**src/rtl/axi4_wr_arbiter_if.sv**
```systemverilog
`default_nettype none
// ============================================================================
//  params_pkg / axi4_if
//  Bus widths and the AXI4 write-channel bundle (AW, W, B) shared by the
//  arbiter and its neighbours.
//  Revision: 1.0
// ============================================================================

package params_pkg;
    localparam int AXI4_ADDR_W = 32;
    localparam int AXI4_DATA_W = 32;
endpackage

interface axi4_if;
    import params_pkg::*;

    logic [AXI4_ADDR_W-1:0]   awaddr;
    logic [7:0]               awlen;
    logic [2:0]               awsize;
    logic [1:0]               awburst;
    logic                     awvalid;
    logic                     awready;

    logic [AXI4_DATA_W-1:0]   wdata;
    logic [AXI4_DATA_W/8-1:0] wstrb;
    logic                     wlast;
    logic                     wvalid;
    logic                     wready;

    logic [1:0]               bresp;
    logic                     bvalid;
    logic                     bready;

    modport master (
        output awaddr, awlen, awsize, awburst, awvalid,
        input  awready,
        output wdata, wstrb, wlast, wvalid,
        input  wready,
        input  bresp, bvalid,
        output bready
    );

    modport slave (
        input  awaddr, awlen, awsize, awburst, awvalid,
        output awready,
        input  wdata, wstrb, wlast, wvalid,
        output wready,
        output bresp, bvalid,
        input  bready
    );
endinterface

`default_nettype wire

```
**src/rtl/axi4_wr_arbiter.sv**
```systemverilog
`default_nettype none
// ============================================================================
//  axi4_wr_arbiter
//  Two-master AXI4 write arbiter; holds one grant across AW -> W -> B.
//  Optional macro AXI_WR_ARB_RR_EN selects round-robin tie-break (else s0 wins).
//  Revision: 1.0
// ============================================================================

module axi4_wr_arbiter #(
    parameter int BEAT_W = 8
) (
    input  logic       clk,
    input  logic       reset_n,
    axi4_if.slave      s0,
    axi4_if.slave      s1,
    axi4_if.master     m,
    output logic [1:0] grant,
    output logic       busy,
    output logic       err_wlast
);

    typedef enum logic [1:0] {
        IDLE = 2'd0,
        ADDR = 2'd1,
        DATA = 2'd2,
        RESP = 2'd3
    } state_t;

    state_t             r_state;
    state_t             w_state_nxt;
    logic [1:0]         r_grant;
    logic [1:0]         w_win;
    logic [1:0]         w_req;
    logic [BEAT_W-1:0]  r_len;
    logic [BEAT_W-1:0]  r_beat_cnt;
    logic               r_err_wlast;
    logic               w_sel1;
    logic               w_aw_hs;
    logic               w_w_hs;
    logic               w_b_hs;

    assign w_req  = {s1.awvalid, s0.awvalid};
    assign w_sel1 = r_grant[1];

    // ------------------------------------------------------------------
    // Arbitration
    // ------------------------------------------------------------------
`ifdef AXI_WR_ARB_RR_EN
    logic r_last_s1;

    always_comb begin
        w_win = 2'b00;
        if (w_req == 2'b11) begin
            w_win = r_last_s1 ? 2'b01 : 2'b10;
        end else if (w_req[0]) begin
            w_win = 2'b01;
        end else if (w_req[1]) begin
            w_win = 2'b10;
        end
    end

    // Resetting to s1 hands the very first tie to s0.
    always_ff @(posedge clk or negedge reset_n) begin
        if (!reset_n) begin
            r_last_s1 <= 1'b1;
        end else if (w_b_hs) begin
            r_last_s1 <= r_grant[1];
        end
    end
`else
    always_comb begin
        w_win = 2'b00;
        if (w_req[0]) begin
            w_win = 2'b01;
        end else if (w_req[1]) begin
            w_win = 2'b10;
        end
    end
`endif

    // ------------------------------------------------------------------
    // Channel routing: payloads always muxed, handshakes gated by state
    // ------------------------------------------------------------------
    always_comb begin
        m.awaddr  = w_sel1 ? s1.awaddr  : s0.awaddr;
        m.awlen   = w_sel1 ? s1.awlen   : s0.awlen;
        m.awsize  = w_sel1 ? s1.awsize  : s0.awsize;
        m.awburst = w_sel1 ? s1.awburst : s0.awburst;
        m.wdata   = w_sel1 ? s1.wdata   : s0.wdata;
        m.wstrb   = w_sel1 ? s1.wstrb   : s0.wstrb;
        m.wlast   = w_sel1 ? s1.wlast   : s0.wlast;
        m.awvalid = 1'b0;
        m.wvalid  = 1'b0;
        m.bready  = 1'b0;
        s0.awready = 1'b0;
        s0.wready  = 1'b0;
        s0.bvalid  = 1'b0;
        s0.bresp   = m.bresp;
        s1.awready = 1'b0;
        s1.wready  = 1'b0;
        s1.bvalid  = 1'b0;
        s1.bresp   = m.bresp;
        case (r_state)
            ADDR: begin
                m.awvalid  = w_sel1 ? s1.awvalid : s0.awvalid;
                s0.awready = r_grant[0] & m.awready;
                s1.awready = r_grant[1] & m.awready;
            end
            DATA: begin
                m.wvalid  = w_sel1 ? s1.wvalid : s0.wvalid;
                s0.wready = r_grant[0] & m.wready;
                s1.wready = r_grant[1] & m.wready;
            end
            RESP: begin
                m.bready  = w_sel1 ? s1.bready : s0.bready;
                s0.bvalid = r_grant[0] & m.bvalid;
                s1.bvalid = r_grant[1] & m.bvalid;
            end
            default: begin
            end
        endcase
    end

    assign w_aw_hs = (r_state == ADDR) & m.awvalid & m.awready;
    assign w_w_hs  = (r_state == DATA) & m.wvalid  & m.wready;
    assign w_b_hs  = (r_state == RESP) & m.bvalid  & m.bready;

    // ------------------------------------------------------------------
    // FSM
    // ------------------------------------------------------------------
    always_comb begin
        w_state_nxt = r_state;
        case (r_state)
            IDLE:    if (|w_req)              w_state_nxt = ADDR;
            ADDR:    if (w_aw_hs)             w_state_nxt = DATA;
            DATA:    if (w_w_hs && m.wlast)   w_state_nxt = RESP;
            RESP:    if (w_b_hs)              w_state_nxt = IDLE;
            default:                          w_state_nxt = IDLE;
        endcase
    end

    always_ff @(posedge clk or negedge reset_n) begin
        if (!reset_n) begin
            r_state     <= IDLE;
            r_grant     <= 2'b00;
            r_len       <= '0;
            r_beat_cnt  <= '0;
            r_err_wlast <= 1'b0;
        end else begin
            r_state <= w_state_nxt;
            case (r_state)
                IDLE: begin
                    if (|w_req) begin
                        r_grant <= w_win;
                    end
                end
                ADDR: begin
                    r_len <= BEAT_W'(m.awlen);
                    if (w_aw_hs) begin
                        r_beat_cnt <= '0;
                    end
                end
                DATA: begin
                    if (w_w_hs) begin
                        r_beat_cnt <= r_beat_cnt + BEAT_W'(1);
                        // Flag an early wlast, or a final-count beat without wlast.
                        if (m.wlast ? (r_beat_cnt != r_len) : (r_beat_cnt == r_len)) begin
                            r_err_wlast <= 1'b1;
                        end
                    end
                end
                RESP: begin
                    if (w_b_hs) begin
                        r_grant <= 2'b00;
                    end
                end
                default: begin
                end
            endcase
        end
    end

    assign grant     = r_grant;
    assign busy      = (r_state != IDLE);
    assign err_wlast = r_err_wlast;

endmodule

`default_nettype wire
```
**src/flat_wrapper.sv**
```systemverilog
// flat-port wrapper written by rule: the top's interface ports become plain ports
module axi4_wr_arbiter_flat 
#(
    parameter int BEAT_W = 8
)
  (clk, reset_n, grant, busy, err_wlast, s0_awaddr, s0_awlen, s0_awsize, s0_awburst, s0_awvalid, s0_awready, s0_wdata, s0_wstrb, s0_wlast, s0_wvalid, s0_wready, s0_bresp, s0_bvalid, s0_bready, s1_awaddr, s1_awlen, s1_awsize, s1_awburst, s1_awvalid, s1_awready, s1_wdata, s1_wstrb, s1_wlast, s1_wvalid, s1_wready, s1_bresp, s1_bvalid, s1_bready, m_awaddr, m_awlen, m_awsize, m_awburst, m_awvalid, m_awready, m_wdata, m_wstrb, m_wlast, m_wvalid, m_wready, m_bresp, m_bvalid, m_bready);
  axi4_if s0_i ();
  axi4_if s1_i ();
  axi4_if m_i ();
  input  logic clk;
  input  logic reset_n;
  output logic [1:0] grant;
  output logic busy;
  output logic err_wlast;
  input wire logic [$bits(s0_i.awaddr)-1:0] s0_awaddr;
  input wire logic [$bits(s0_i.awlen)-1:0] s0_awlen;
  input wire logic [$bits(s0_i.awsize)-1:0] s0_awsize;
  input wire logic [$bits(s0_i.awburst)-1:0] s0_awburst;
  input wire logic [$bits(s0_i.awvalid)-1:0] s0_awvalid;
  output wire logic [$bits(s0_i.awready)-1:0] s0_awready;
  input wire logic [$bits(s0_i.wdata)-1:0] s0_wdata;
  input wire logic [$bits(s0_i.wstrb)-1:0] s0_wstrb;
  input wire logic [$bits(s0_i.wlast)-1:0] s0_wlast;
  input wire logic [$bits(s0_i.wvalid)-1:0] s0_wvalid;
  output wire logic [$bits(s0_i.wready)-1:0] s0_wready;
  output wire logic [$bits(s0_i.bresp)-1:0] s0_bresp;
  output wire logic [$bits(s0_i.bvalid)-1:0] s0_bvalid;
  input wire logic [$bits(s0_i.bready)-1:0] s0_bready;
  input wire logic [$bits(s1_i.awaddr)-1:0] s1_awaddr;
  input wire logic [$bits(s1_i.awlen)-1:0] s1_awlen;
  input wire logic [$bits(s1_i.awsize)-1:0] s1_awsize;
  input wire logic [$bits(s1_i.awburst)-1:0] s1_awburst;
  input wire logic [$bits(s1_i.awvalid)-1:0] s1_awvalid;
  output wire logic [$bits(s1_i.awready)-1:0] s1_awready;
  input wire logic [$bits(s1_i.wdata)-1:0] s1_wdata;
  input wire logic [$bits(s1_i.wstrb)-1:0] s1_wstrb;
  input wire logic [$bits(s1_i.wlast)-1:0] s1_wlast;
  input wire logic [$bits(s1_i.wvalid)-1:0] s1_wvalid;
  output wire logic [$bits(s1_i.wready)-1:0] s1_wready;
  output wire logic [$bits(s1_i.bresp)-1:0] s1_bresp;
  output wire logic [$bits(s1_i.bvalid)-1:0] s1_bvalid;
  input wire logic [$bits(s1_i.bready)-1:0] s1_bready;
  output wire logic [$bits(m_i.awaddr)-1:0] m_awaddr;
  output wire logic [$bits(m_i.awlen)-1:0] m_awlen;
  output wire logic [$bits(m_i.awsize)-1:0] m_awsize;
  output wire logic [$bits(m_i.awburst)-1:0] m_awburst;
  output wire logic [$bits(m_i.awvalid)-1:0] m_awvalid;
  input wire logic [$bits(m_i.awready)-1:0] m_awready;
  output wire logic [$bits(m_i.wdata)-1:0] m_wdata;
  output wire logic [$bits(m_i.wstrb)-1:0] m_wstrb;
  output wire logic [$bits(m_i.wlast)-1:0] m_wlast;
  output wire logic [$bits(m_i.wvalid)-1:0] m_wvalid;
  input wire logic [$bits(m_i.wready)-1:0] m_wready;
  input wire logic [$bits(m_i.bresp)-1:0] m_bresp;
  input wire logic [$bits(m_i.bvalid)-1:0] m_bvalid;
  output wire logic [$bits(m_i.bready)-1:0] m_bready;
  assign s0_i.awaddr = s0_awaddr;
  assign s0_i.awlen = s0_awlen;
  assign s0_i.awsize = s0_awsize;
  assign s0_i.awburst = s0_awburst;
  assign s0_i.awvalid = s0_awvalid;
  assign s0_awready = s0_i.awready;
  assign s0_i.wdata = s0_wdata;
  assign s0_i.wstrb = s0_wstrb;
  assign s0_i.wlast = s0_wlast;
  assign s0_i.wvalid = s0_wvalid;
  assign s0_wready = s0_i.wready;
  assign s0_bresp = s0_i.bresp;
  assign s0_bvalid = s0_i.bvalid;
  assign s0_i.bready = s0_bready;
  assign s1_i.awaddr = s1_awaddr;
  assign s1_i.awlen = s1_awlen;
  assign s1_i.awsize = s1_awsize;
  assign s1_i.awburst = s1_awburst;
  assign s1_i.awvalid = s1_awvalid;
  assign s1_awready = s1_i.awready;
  assign s1_i.wdata = s1_wdata;
  assign s1_i.wstrb = s1_wstrb;
  assign s1_i.wlast = s1_wlast;
  assign s1_i.wvalid = s1_wvalid;
  assign s1_wready = s1_i.wready;
  assign s1_bresp = s1_i.bresp;
  assign s1_bvalid = s1_i.bvalid;
  assign s1_i.bready = s1_bready;
  assign m_awaddr = m_i.awaddr;
  assign m_awlen = m_i.awlen;
  assign m_awsize = m_i.awsize;
  assign m_awburst = m_i.awburst;
  assign m_awvalid = m_i.awvalid;
  assign m_i.awready = m_awready;
  assign m_wdata = m_i.wdata;
  assign m_wstrb = m_i.wstrb;
  assign m_wlast = m_i.wlast;
  assign m_wvalid = m_i.wvalid;
  assign m_i.wready = m_wready;
  assign m_i.bresp = m_bresp;
  assign m_i.bvalid = m_bvalid;
  assign m_bready = m_i.bready;
  axi4_wr_arbiter #(.BEAT_W(BEAT_W)) u_core (.clk(clk), .reset_n(reset_n), .s0(s0_i), .s1(s1_i), .m(m_i), .grant(grant), .busy(busy), .err_wlast(err_wlast));
endmodule
```
**config.mk**
```make
export PLATFORM = sky130hd
export DESIGN_NAME = axi4_wr_arbiter_flat
export DESIGN_NICKNAME = d
export VERILOG_FILES = /design/src/rtl/axi4_wr_arbiter_if.sv /design/src/rtl/axi4_wr_arbiter.sv /design/src/flat_wrapper.sv
export SDC_FILE = /design/constraint.sdc
export NUM_CORES = 1
export LEC_CHECK = 0
export ABC_AREA = 1
export CORE_AREA = 2 2 107 109
export DETAILED_ROUTE_END_ITERATION = 6
export DIE_AREA = 0 0 109 111
export PLACE_DENSITY = 0.65
export SYNTH_ARGS = -nofsm -noshare
export SYNTH_HDL_FRONTEND = slang
export SYNTH_SLANG_ARGS = --single-unit
export TNS_END_PERCENT = 30
```
**constraint.sdc**
```tcl
create_clock -name clk -period 3.6 [get_ports clk]
set_clock_uncertainty 0.05 [all_clocks]
set_input_delay 0.54 -clock clk [delete_from_list [all_inputs] [get_ports clk]]
set_output_delay 0.54 -clock clk [all_outputs]
set_load 0.01 [all_outputs]
```
==> impl_results.md, run 1 <==
* TritonCTS clock tree: done
* Hold_buf cts at 0
* Clock transition at the registers of the reported paths at 60 ps
* WL/cell at 14.2 um
* Crit path launch type: register
* Fin nets at slightly below 900
* Synthesized Nets at 640
* Layout cells sized above 1 at roughly 4.0%
* Vias in the first global route at 3506
* Worst relative slew slack at a little under a third
* WP buf/inv at 2
* Worst Tran Pin Value at 1030 ps
* CTS root buf: clkbuf_16
* Vias per std cell at 4.25
* Die area at 0.0121 mm2
* Critical Path AT at 2270 ps
* Final period util at between 70% and 80%
* Synth warn at 0
* Post-synthesis sequential area ratio at 21.3%
* Clk pwr share at ~7.8%
* CP peak stage delay at 670 ps
* Port Buf Inserts at 269
* Drt total wl at 12.0 mm
* Total global routing overflow at 0
* PostCTS Resize Cnt at 0
* Reg power frac at 12.2%
* Storage element area at between 500 and 600 um2
* Netlist cell types at 32
* Post-DP HPWL at 9.66 mm
* Critical Path Stages at 5
* Routability congestion estimate at 0.908
* # IOs at between 200 and 300
* WP data required at 3010 ps
* H-Tree Depth at 1
* Fin crit period at 2860 ps
* Synthesized area per cell at 5.39 um2
* Clk buf depth at 2
* Hold Path Depth at 2
* Fin. Hold Viols at 0
* #FFs+latches synth at 21
* Post-route ant nets at 0
* Starting Density at 22.3%
* Hold Crit Class: reg -> reg
* Max VDD drop at around 320 uV
* Setup violators final at 0
* Slowest CP cell: buf_4
* PD cells at 605 mW/mm2
* Diode count at 0
* Sw Share at 47.3%
* Crit path max-delay family: buffers and inverters
* Setup TNS at 0 ps
* CP Class: reg -> out
* Sw power at 1.51 mW
* Cell-internal power at 1.68 mW
* Critical Path, Cell by Cell: buf_4 -> nand2_1 -> o21ai_2 -> and2_1 -> clkdlybuf4s50_1
* Worst setup EP type: output pin
* Commonest non-fill, non-tap cells in the layout: nand2_1 (299), clkdlybuf4s50_1 (269), inv_1 (26)
* Clk_lat worst skew at 260 ps
* # DRC at 0
* Power share of the combinational group at between 80 and 90%
* Fillers at around 1100
* Crit-path max FO at 89
* DR vias at roughly 3600
* Total track usage at about a fifth
* RSZ-0062 raised after global routing: no
* Status: complete, no violations
* Max-Cap Viols at 0
* Die width at ~110 um
* Post-CTS Setup Repair Bufs at 0
* Fmax at 0.350 GHz
* P&R area growth vs syn at 113%
* Core area at 0.0111 mm2
* Largest net degree at the start of global routing at 90
* Synth top area cells: nand2_1 (45%), dfrtp_1 (21%), inv_1 (4.0%)
* Initial antenna violation count at 0
* 1st-iter DRT viols at ~110
* Post-Syn Area at 0.00247 mm2
* Final core occ at a little under half
* Row count at 39
* CTS sink cnt at 21
* Num CTS Buffers at 3
* Most common cell after layout, fill and taps aside: nand2_1
* Post-synth top area cell: nand2_1
* Multi-input logic area at 0.00167 mm2
* Drt pass-1 iters at 4
* Mapped Cells at 458
* Synth top area share at 45.4%
* Final slew viol count at 0
* First-pass GRT wire length at 18.4 mm
* P_leak at 2.46 nW
* Reg2Reg Depth at 8
* Die height at 111 um
-- cell usage after synthesis (all sizes together) --
library cell	instances
nor3	4
xnor2	5
buf	20
nand4	2
nor2	18
clkbuf	9
nand2	307
nand3	11
inv	27
xor2	2
dfrtp	21
o21ai	15
a31oi	5
nand3b	1
a21oi	3
ha	5
and2	1
or2	2
-- sequential cells by signal, summed over array words and instances, names as in the netlist --
signal	count
u_core.grant	2
u_core.r_state	2
u_core.r_beat_cnt	8
u_core.err_wlast	1
u_core.r_len	8
-- stage by stage --
stage / total power [mW] / worst slack (ps) / area, um2 / hold slack [ps] / cells
5_1_grt: 3.47 / 591 / 5270 / 433 / 847
4_1_cts: 3.24 / 669 / 5270 / 420 / 847
3_5_place_dp: 2.96 / 964 / 5180 / 403 / 843
6_report: 3.19 / 742 / 5270 / 419 / 847
3_3_place_gp: 2.95 / 972 / 5180 / 398 / 843
2_1_floorplan: 1.74 / 1790 / 2470 / 194 / 458
-- power by group through the flow --
stage	Sequential, mW	Clock (mW)	Combinational [mW]
after floorplan	0.373	0	1.36
after global placement	0.387	0	2.56
after detailed placement	0.392	0	2.57
after CTS	0.388	0.257	2.59
after global routing	0.399	0.267	2.81
final	0.388	0.247	2.55
-- cell families after synthesis --
kind of cell,share of synthesized area (%)
DFF,21.3
adders and majority gates,2.53
AOI/OAI and AO/OA,6.59
xor gates and xnor gates,2.48
and+or+nand+nor,55.9
buffers and inverters,11.2
-- per-layer routing --
layer / track usage (%) / share of wire [%] / vias to the layer above / routed length (um)
li1: - / - / 1866 / -
met1: 23.1 / 40 / 1583 / 4870
met2: 33.8 / 50 / 136 / 6050
met3: 6.06 / 7.7 / 14 / 922
met4: 4.36 / 1.7 / 0 / 210
met5: 0 / 0 / - / 0
-- final timing paths --
path | startpoint | endpoint | slack (ps)
max | u_core.grant[1] | m_awvalid | 740
min | u_core.err_wlast | u_core.err_wlast | 420
max reg2reg | u_core.grant[1] | u_core.r_beat_cnt[2] | 1580
min reg2reg | u_core.err_wlast | u_core.err_wlast | 420
max in group asynchronous | reset_n | u_core.grant[1] | 2020
min in group asynchronous | reset_n | u_core.r_state[1] | 790
-- worst reg2reg max path, delay by kind of cell, from the launching register on --
family                 cells  cell delay, ps
and+or+nand+nor            5             690
buffers and inverters      1             670
DFF                        1             380
AOI/OAI and AO/OA          2             110
-- area by class of cell --
class | instances | area share [%]
Clock buffer | 3 | 1.43
Inverter | 27 | 1.97
Timing Repair Buffer | 271 | 51.4
Multi-Input combinational cell | 381 | 31.7
Clock inverter | 1 | 0.0951
Tap cell | 143 | 3.40
Sequential cell | 21 | 10.0
(Power assumes the default switching activity.)
==> run 2: changes to the inputs <==
--- a/config.mk
+++ b/config.mk
@@ -9,7 +9,7 @@
 export CORE_AREA = 2 2 107 109
 export DETAILED_ROUTE_END_ITERATION = 6
 export DIE_AREA = 0 0 109 111
-export PLACE_DENSITY = 0.65
+export PLACE_DENSITY = 0.68
 export SYNTH_ARGS = -nofsm -noshare
 export SYNTH_HDL_FRONTEND = slang
 export SYNTH_SLANG_ARGS = --single-unit
==> constraint.sdc (replaced) <==
create_clock -name clk -period 2.4 [get_ports clk]
set_clock_uncertainty 0.05 [all_clocks]
set_input_delay 0.36 -clock clk [delete_from_list [all_inputs] [get_ports clk]]
set_output_delay 0.36 -clock clk [all_outputs]
set_load 0.01 [all_outputs]
==> impl_results.md, run 2 (synthesis gave the netlist of run 1 again) <==
* First-pass GRT wire length at 18.6 mm
* Initial antenna violation count at 0
* Critical Path AT at 1890 ps
* Final period util at 96.0%
* Post-route cell area at ~0.0054 mm2
* Die width at ~110 um
* PD cells at around 920 mW/mm2
* # DRC at 0
* Worst Tran Pin Value at 360 ps
* Final slew viol count at 0
* WP data required at 1990 ps
* Largest net degree at the start of global routing at 90
* Worst setup EP type: output pin
* RSZ-0062 raised after global routing: no
* CP peak stage delay at 570 ps
* Total track usage at 19.6%
* Register-to-register setup slack at 700 ps
* TritonCTS clock tree: done
* Row count at 39
* Worst Slack Setup Final at 96.8 ps
* Clk buf depth at 2
* Fin. Hold Viols at 0
* Max-Cap Viols at 0
* Crit path launch type: register
* Crit path max-delay family: buffers and inverters
* Setup TNS at 0 ps
* Vias per std cell at around 4.2
* Hold Crit Class: in -> async
* H-Tree Depth at 1
* Drt pass-1 iters at 4
* WP buf/inv at 3
* Die height at roughly 110 um
* Top Registers: u_core.r_beat_cnt: 8 flops, u_core.r_len: 8 flops
* P_leak at 2.51 nW
* Port Buf Inserts at 269
* Diode count at 0
* DR vias at 3624
* Fillers at 1108
* Drt total wl at 12.2 mm
* Routability congestion estimate at 0.876
* Most common cell after layout, fill and taps aside: nand2_1
* Post-route ant nets at 0
* Die area at 0.0121 mm2
* Clk_lat worst skew at around 250 ps
* Setup violators final at 0
* CTS root buf: clkbuf_16
* # IOs at 276
* Num CTS Buffers at 3
* Crit-path max FO at 4
* Core area at 0.0111 mm2
* Max VDD drop at 622 uV
* Layout cells sized above 1 at between 4 and 5%
* P&R area growth vs syn at 117%
* Fin nets at 894
* CP Class: reg -> out
* Commonest non-fill, non-tap cells in the layout: nand2_1 (299), clkdlybuf4s50_1 (269), inv_1 (26)
* Status: complete, no violations
* Dpl cell area at 0.00526 mm2
* Hold_buf cts at 0
* Most common cell type on the critical path: inv_1
* Fin crit period at 2300 ps
* Vias in the first global route at between 3000 and 4000
* 1st-iter DRT viols at 108
* CTS sink cnt at 21
* Total global routing overflow at 0
* Post-DP HPWL at 10.0 mm
* Slowest CP cell: clkdlybuf4s50_1
* Worst relative slew slack at 76.0%
* Starting Density at 22.3%
* Clock transition at the registers of the reported paths at 60 ps
* Fmax at 0.434 GHz
* WL/cell at 14.2 um
* Critical Path, Cell by Cell: inv_1 -> ha_1 -> inv_1 -> nor3_1 -> clkdlybuf4s50_1
* Pre-CTS setup slack at 244 ps
-- run 2: cell count changes in the layout (fill, tap and decap cells not counted) --
cell / delta
buf_16: +1
buf_12: +1
inv_6: +1
inv_4: -1
buf_4: +5
-- run 2: worst paths after layout --
path                                endpoint              start  depth (start not counted)
max                               s0_awready  u_core.r_state[1]                          5
min reg2reg                 u_core.err_wlast   u_core.err_wlast                          2
min                        u_core.r_state[1]            reset_n                          2
min in group clk            u_core.err_wlast   u_core.err_wlast                          2
max in group asynchronous    u_core.grant[1]            reset_n                          2
max reg2reg                u_core.r_state[0]  u_core.r_state[0]                          8
-- run 2: power breakdown --
group          switching (mW)  internal, mW  leakage (nW)
registers               0.107         0.476         0.262
logic                    2.06          1.92          2.21
clock network           0.131         0.224        0.0409
-- run 2: stage by stage --
stage               power [mW]  util (%)  instances  hold WS (ps)
detailed placement        4.56      47.5        850           404
global route              5.35      48.3        854           443
floorplan                 2.61         -        458          14.4
finish                    4.91      48.3        854           407
CTS                       4.95      48.2        854           419
global placement          4.51      47.5        850           396
-- run 2: final cells by class --
class | instances | area (um2) | area share (%)
Inverter | 27 | 106 | 1.99
Tap cell | 143 | 179 | 3.34
Multi-Input combinational cell | 381 | 1670 | 31.2
Clock inverter | 1 | 5.00 | 0.0935
Timing Repair Buffer | 278 | 2790 | 52.2
Clock buffer | 3 | 75.1 | 1.40
Sequential cell | 21 | 527 | 9.84
-- run 2: repair_timing --
| action | in CTS | in global routing |
|---|---|---|
| setup buffers | 0 | 0 |
| endpoints found under the setup margin | 0 | 2 |
| gates resized for setup | 0 | 2 |
-- run 2: layer usage --
layer	vias up	wire length, um	global-route usage [%]
met5	-	0	0
met4	0	219	5.13
met3	16	1010	6.58
met2	134	6260	34.5
met1	1592	4680	22.5
li1	1882	-	-
